**config.mk**
```make
export PLATFORM = sky130hd
export DESIGN_NAME = intf_mem_ctrl
export DESIGN_NICKNAME = d
export VERILOG_FILES = /design/src/rtl/intf_mem_ctrl_pkg.sv /design/src/rtl/intf_word_shifter.sv /design/src/rtl/intf_mem_ctrl.sv
export SDC_FILE = /design/constraint.sdc
export NUM_CORES = 1
export LEC_CHECK = 0
export BUFFER_PORTS_ARGS = -buffer_cell sky130_fd_sc_hd__buf_2
export CAP_MARGIN = 0
export CORE_AREA = 2 2 96 122
export DETAILED_ROUTE_END_ITERATION = 6
export DIE_AREA = 0 0 98 124
export PLACE_DENSITY = 0.6
export SLEW_MARGIN = 20
export SYNTH_ARGS = -nofsm -noshare
export SYNTH_HDL_FRONTEND = slang
export SYNTH_HIERARCHICAL = 1
export SYNTH_SLANG_ARGS = --single-unit
```
**constraint.sdc**
```tcl
create_clock -name clk -period 5.9 [get_ports clk]
set_input_delay 0.59 -clock clk [delete_from_list [all_inputs] [get_ports clk]]
set_output_delay 0.59 -clock clk [all_outputs]
set_load 0.05 [all_outputs]
```
**src/rtl/intf_mem_ctrl_pkg.sv**
```systemverilog
// Shared opcodes, controller states and memory-port constants for the SPI byte-command
// memory controller.
package intf_mem_ctrl_pkg;

  localparam logic [7:0] OP_WRITE   = 8'h02;
  localparam logic [7:0] OP_READ    = 8'h03;
  localparam logic [7:0] OP_RELEASE = 8'hA5;
  localparam logic [7:0] OP_GRAB    = 8'h5A;

  localparam logic [1:0] MEM_LEN_WORD = 2'b11;

  typedef enum logic [3:0] {
    ST_IDLE,
    ST_CMD,
    ST_ADDR_HI,
    ST_ADDR_LO,
    ST_WDATA,
    ST_WRITE,
    ST_RD_ISSUE,
    ST_RD_WAIT,
    ST_RDATA,
    ST_DROP
  } state_t;

endpackage

```
**src/rtl/intf_word_shifter.sv**
```systemverilog
// Word register shared by the rx and tx paths. Rx bytes enter at the top, so the first
// byte ends up in bits 7:0. A parallel load followed by shifts returns byte 0 first.
module intf_word_shifter #(
  parameter int WORD_W = 32
) (
  input  logic              clk,
  input  logic              shift_in,
  input  logic [7:0]        byte_in,
  input  logic              load,
  input  logic [WORD_W-1:0] word_in,
  input  logic              shift_out,
  output logic [WORD_W-1:0] word,
  output logic [7:0]        byte_out
);

  logic [WORD_W-1:0] word_q;

  always_ff @(posedge clk) begin
    if (load)
      word_q <= word_in;
    else if (shift_in)
      word_q <= {byte_in, word_q[WORD_W-1:8]};
    else if (shift_out)
      word_q <= {8'h00, word_q[WORD_W-1:8]};
  end

  assign word     = word_q;
  assign byte_out = word_q[7:0];

endmodule

```
**src/rtl/intf_mem_ctrl.sv**
```systemverilog
// Byte-command memory controller. It parses opcode/address/data frames from the SPI slave
// and drives single-word accesses on the memory interface port.
// Define INTF_MEM_CTRL_BURST_EN to let a frame run on to consecutive addresses until
// frame_active drops.
module intf_mem_ctrl
  import intf_mem_ctrl_pkg::*;
#(
  parameter int ADDRESS_LENGTH = 12,
  parameter int DATA_LENGTH    = 32
) (
  input  logic                      clk,
  input  logic                      rst_n,
  input  logic                      frame_active,
  input  logic                      rx_valid,
  input  logic [7:0]                rx_data,
  output logic [7:0]                tx_data,
  output logic                      tx_valid,
  input  logic                      tx_ready,
  output logic                      core_select,
  output logic                      mem_en,
  output logic                      mem_wr_en,
  output logic                      mem_rd_en,
  output logic [ADDRESS_LENGTH-1:0] mem_address,
  output logic [DATA_LENGTH-1:0]    mem_data_in,
  output logic [1:0]                mem_data_length,
  input  logic [DATA_LENGTH-1:0]    mem_data_out,
  output logic                      busy
);

  state_t state, state_nxt;

  logic [7:0]                opcode_q;
  logic [7:0]                addr_hi_q;
  logic [ADDRESS_LENGTH-1:0] addr_q;
  logic [1:0]                cnt_q;
  logic                      core_sel_q;
  logic                      rx_take, tx_take, last_byte, addr_inc;
  logic                      is_write, is_read;
  logic [DATA_LENGTH-1:0]    word;
  logic [7:0]                tx_byte;

  assign rx_take   = rx_valid & frame_active;
  assign tx_take   = (state == ST_RDATA) & tx_ready;
  assign last_byte = (cnt_q == 2'd3);
  assign is_write  = (opcode_q == OP_WRITE);
  assign is_read   = (opcode_q == OP_READ);

`ifdef INTF_MEM_CTRL_BURST_EN
  assign addr_inc = (state == ST_WRITE) | (tx_take & last_byte);
`else
  assign addr_inc = 1'b0;
`endif

  always_ff @(posedge clk) begin
    if (!rst_n)
      state <= ST_IDLE;
    else
      state <= state_nxt;
  end

  // Control registers: arbitration bit and the byte counter shared by WDATA and RDATA.
  always_ff @(posedge clk) begin
    if (!rst_n) begin
      core_sel_q <= 1'b0;
      cnt_q      <= 2'd0;
    end else begin
      if (state == ST_CMD && frame_active) begin
        if (opcode_q == OP_RELEASE)
          core_sel_q <= 1'b1;
        else if (opcode_q == OP_GRAB)
          core_sel_q <= 1'b0;
      end
      if ((state == ST_WDATA && rx_take) || tx_take)
        cnt_q <= cnt_q + 2'd1;
      else if (state != ST_WDATA && state != ST_RDATA)
        cnt_q <= 2'd0;
    end
  end

  always_ff @(posedge clk) begin
    if (state == ST_IDLE && rx_take)
      opcode_q <= rx_data;
    if (state == ST_ADDR_HI && rx_take)
      addr_hi_q <= rx_data;
    if (state == ST_ADDR_LO && rx_take)
      addr_q <= ADDRESS_LENGTH'({addr_hi_q, rx_data});
    else if (addr_inc)
      addr_q <= addr_q + ADDRESS_LENGTH'(1);
  end

  always_comb begin
    state_nxt = state;
    if (!frame_active) begin
      state_nxt = ST_IDLE;
    end else begin
      case (state)
        ST_IDLE:     if (rx_valid) state_nxt = ST_CMD;
        ST_CMD:      state_nxt = ((is_write || is_read) && !core_sel_q) ? ST_ADDR_HI : ST_DROP;
        ST_ADDR_HI:  if (rx_valid) state_nxt = ST_ADDR_LO;
        ST_ADDR_LO:  if (rx_valid) state_nxt = is_write ? ST_WDATA : ST_RD_ISSUE;
        ST_WDATA:    if (rx_valid && last_byte) state_nxt = ST_WRITE;
`ifdef INTF_MEM_CTRL_BURST_EN
        ST_WRITE:    state_nxt = ST_WDATA;
        ST_RDATA:    if (tx_ready && last_byte) state_nxt = ST_RD_ISSUE;
`else
        ST_WRITE:    state_nxt = ST_DROP;
        ST_RDATA:    if (tx_ready && last_byte) state_nxt = ST_DROP;
`endif
        ST_RD_ISSUE: state_nxt = ST_RD_WAIT;
        ST_RD_WAIT:  state_nxt = ST_RDATA;
        ST_DROP:     state_nxt = ST_DROP;
        default:     state_nxt = ST_IDLE;
      endcase
    end
  end

  // The read strobe spans RD_ISSUE and RD_WAIT; the word is latched at the end of RD_WAIT.
  always_comb begin
    mem_en      = 1'b0;
    mem_wr_en   = 1'b0;
    mem_rd_en   = 1'b0;
    tx_valid    = 1'b0;
    busy        = (state != ST_IDLE);
    case (state)
      ST_WRITE: begin
        mem_en    = 1'b1;
        mem_wr_en = 1'b1;
      end
      ST_RD_ISSUE, ST_RD_WAIT: begin
        mem_en    = 1'b1;
        mem_rd_en = 1'b1;
      end
      ST_RDATA: tx_valid = 1'b1;
      default: ;
    endcase
    tx_data     = tx_valid ? tx_byte : 8'h00;
    mem_address = busy ? addr_q : '0;
    mem_data_in = busy ? word : '0;
  end

  assign core_select     = core_sel_q;
  assign mem_data_length = MEM_LEN_WORD;

  intf_word_shifter #(
    .WORD_W(DATA_LENGTH)
  ) u_shifter (
    .clk      (clk),
    .shift_in (state == ST_WDATA && rx_take),
    .byte_in  (rx_data),
    .load     (state == ST_RD_WAIT),
    .word_in  (mem_data_out),
    .shift_out(tx_take),
    .word     (word),
    .byte_out (tx_byte)
  );

endmodule

```
==> impl_metrics.json <==
{
  "critPathMaxStageDelay_ns": 0.91,
  "port_buffers": 102,
  "via_count_of_the_first_global_routing_pass": 2111,
  "firstDrtPassIters": 4,
  "grt_max_degree": 37,
  "timing.clock.skew_ns": 0.00530,
  "period_needed_ns": 3.08,
  "crit_fanout": 29,
  "hpwl_um": 5420,
  "layout-drive-gt1-share": 0.441,
  "total_of_fill_cells_in_the_finished_design": 1065,
  "cts.sink_count": 63,
  "peakVddDrop_v": 0.000161,
  "global_route_wire_length_before_repair_um": 11100,
  "tns_ns": 0,
  "synthDistinctLibCells": 46,
  "maxCapViolations": 0,
  "antenna_found_initial": 0,
  "drt-total-wl_um": 7450,
  "cts_setup_buffers": 0,
  "synth-async-reset-ratio": 0,
  "critical_path.cell_chain": "nor4_4 > buf_4 > nor2b_1 > buf_2",
  "die_area_um2": 12200,
  "critical_path_buffers_and_inverters": 2,
  "synth-edff-count": 56,
  "placedCellCount": 464,
  "timing.hold.worst.class": "register to register",
  "ctsHtreeMaxLevel": 3,
  "synthToLayoutAreaGrowth_pct": 25.3,
  "antenna-diode-count": 0,
  "routed-via-count": 2173,
  "clk_transition_reported_paths_ns": 0.05,
  "gr-total-overflow": 0,
  "drt_iter0_drc": 89,
  "synthesis.area_per_instance_um2": 13.1,
  "critPathLaunchType": "register",
  "finalHoldViolCount": 0,
  "post_cts_hold_buffer_count": 0,
  "clk-insertion-delay-late_ns": 0.32,
  "last_weighted_congestion_value_of_the_routability_driven_placer": 0.775,
  "grt_setup_unrepaired": "no",
  "synthesis.area_um2": 3230,
  "cts_buf_count": 9,
  "die-height_um": 124,
  "placement_rows": 43,
  "final_min_period_over_clock_period": 0.523,
  "totalPowerFinal_mw": 1.10,
  "combined_area_of_the_multi_input_logic_cells_um2": 1250,
  "netlist_instances": 247,
  "synth_seq_area_share": 0.563,
  "power_leakage_nw": 1.62,
  "report.final.slew_viol_count": 0,
  "cts.path.max_buffers": 2,
  "initial_utilization": 0.296,
  "cp_data_required_time_ns": 5.31,
  "synth_warnings": 6,
  "end_kind": "output pin",
  "critical_path_class": "register to output pin",
  "drc_errors": 0,
  "most_common_cell_after_layout_fill_and_taps_aside": "buf_2",
  "post_cts_resize_count": 0,
  "tightestPinTransition_ns": 0.967,
  "drtAntennaViolNets": 0,
  "die-width_um": 98,
  "cp_top_family": "simple AND/OR/NAND/NOR gates",
  "ys_seq_elements": 63,
  "critPathSlowestCell": "nor4_4",
  "routedWlPerCell_um": 15.5,
  "globalRouteTotalUtil": 0.121,
  "placeableCoreArea_um2": 10900,
  "fmax_ghz": 0.324,
  "powerDensity_nw_per_um2": 272,
  "layout.nets": 386,
  "detail_route.vias_per_cell": 4.53,
  "slew-limit-headroom": 0.355,
  "arrival_ns": 2.49,
  "hold_slack_ns": 0.421,
  "timing.final.setup_violations": 0,
  "postSynth.topFlopCell": "edfxtp_1",
  "layoutNonFillerInstCount": 480,
  "seq_area_um2": 1820,
  "clock_tree.root_cell": "clkbuf_16",
  "run_status": "complete, no violations",
  "cts_tree": "done",
  "final_cell_mix": "buf_2 (102), edfxtp_1 (56), nor2b_1 (46)",
  "num_io_pins": 105
}
metrics by stage:
| stage | setup slack, ns | instance area, µm² | util |
|---|---|---|---|
| 2_1_floorplan | 3.25 | 3240 | - |
| 5_1_grt | 2.62 | 4050 | 0.371 |
| 6_report | 2.82 | 4050 | 0.371 |
| 3_5_place_dp | 3.11 | 3780 | 0.346 |
| 3_3_place_gp | 3.19 | 3780 | 0.346 |
| 4_1_cts | 2.77 | 4050 | 0.371 |
synthesized netlist by cell type, types with 3 or more instances:
| master | instances | area share |
|---|---|---|
| edfxtp_1 | 56 | 0.52 |
| nor2b_1 | 46 | 0.089 |
| mux2_4 | 21 | 0.097 |
| and2_1 | 11 | 0.021 |
| buf_4 | 10 | 0.023 |
| nand2_1 | 10 | 0.012 |
| clkbuf_1 | 8 | 0.0093 |
| a22o_1 | 7 | 0.019 |
| dfxtp_1 | 7 | 0.043 |
| nor2_1 | 7 | 0.0081 |
| nand3_1 | 5 | 0.0077 |
| nor3_1 | 5 | 0.0077 |
| a21oi_1 | 4 | 0.0062 |
| nand2b_1 | 4 | 0.0077 |
| mux2_2 | 3 | 0.010 |
| nand4b_1 | 3 | 0.0081 |
kinds of logic after synthesis:
| logic type | Yosys count | share of synthesized area |
|---|---|---|
| fa+ha+maj | 1 | 0.00387 |
| mux | 26 | 0.114 |
| compound gates | 23 | 0.0542 |
| buf+inv | 26 | 0.0573 |
| other cells | 1 | 0.00116 |
| xor+xnor | 1 | 0.00271 |
| simple gates | 106 | 0.203 |
| flops | 63 | 0.563 |
sequential cells by signal, summed over array words and instances, names as in the netlist:
signal / flops
cnt_q: 2
state: 4
addr_q: 12
u_shifter/word: 32
opcode_q: 8
core_select: 1
addr_hi_q: 4
power by group:
part,switching (mW),leakage [nW],internal (mW)
combinational,0.0927,0.940,0.0331
sequential,0.00532,0.559,0.488
clock,0.200,0.125,0.284
worst paths after layout:
| kind | startpoint | to | slack (ns) | depth (start not counted) |
|---|---|---|---|---|
| hold / removal | addr_hi_q[0] | addr_q[8] | 0.42 | 0 |
| setup reg to reg | state[2] | u_shifter/word[17] | 3.11 | 4 |
| setup / recovery | state[2] | mem_address[11] | 2.82 | 4 |
| hold reg to reg | addr_hi_q[0] | addr_q[8] | 0.42 | 0 |
worst reg2reg max path: cells and delay by family (launching register included):
| kind | cells | cell delay, ns |
|---|---|---|
| buffers and inverters | 1 | 0.38 |
| DFF | 1 | 0.71 |
| and+or+nand+nor | 3 | 1.33 |
routing by layer:
layer  up-vias  routed length [µm]  part of all wire  global-route usage
met5         -                   0                 0                   0
met4         0                 165             0.022              0.0512
met3        15                 493             0.066              0.0365
met2        91                3500              0.47               0.195
met1       997                3300              0.44               0.152
li1       1070                   -                 -                   -
area by class of cell:
cell class | count | share of cell area
clock buffer | 9 | 0.0556
clock inverter | 7 | 0.0120
inverter | 2 | 0.00185
multi-input combinational | 159 | 0.308
sequential | 63 | 0.450
tap | 135 | 0.0417
timing repair buffer | 105 | 0.132
Note: power is estimated with default switching activity, not from simulation.
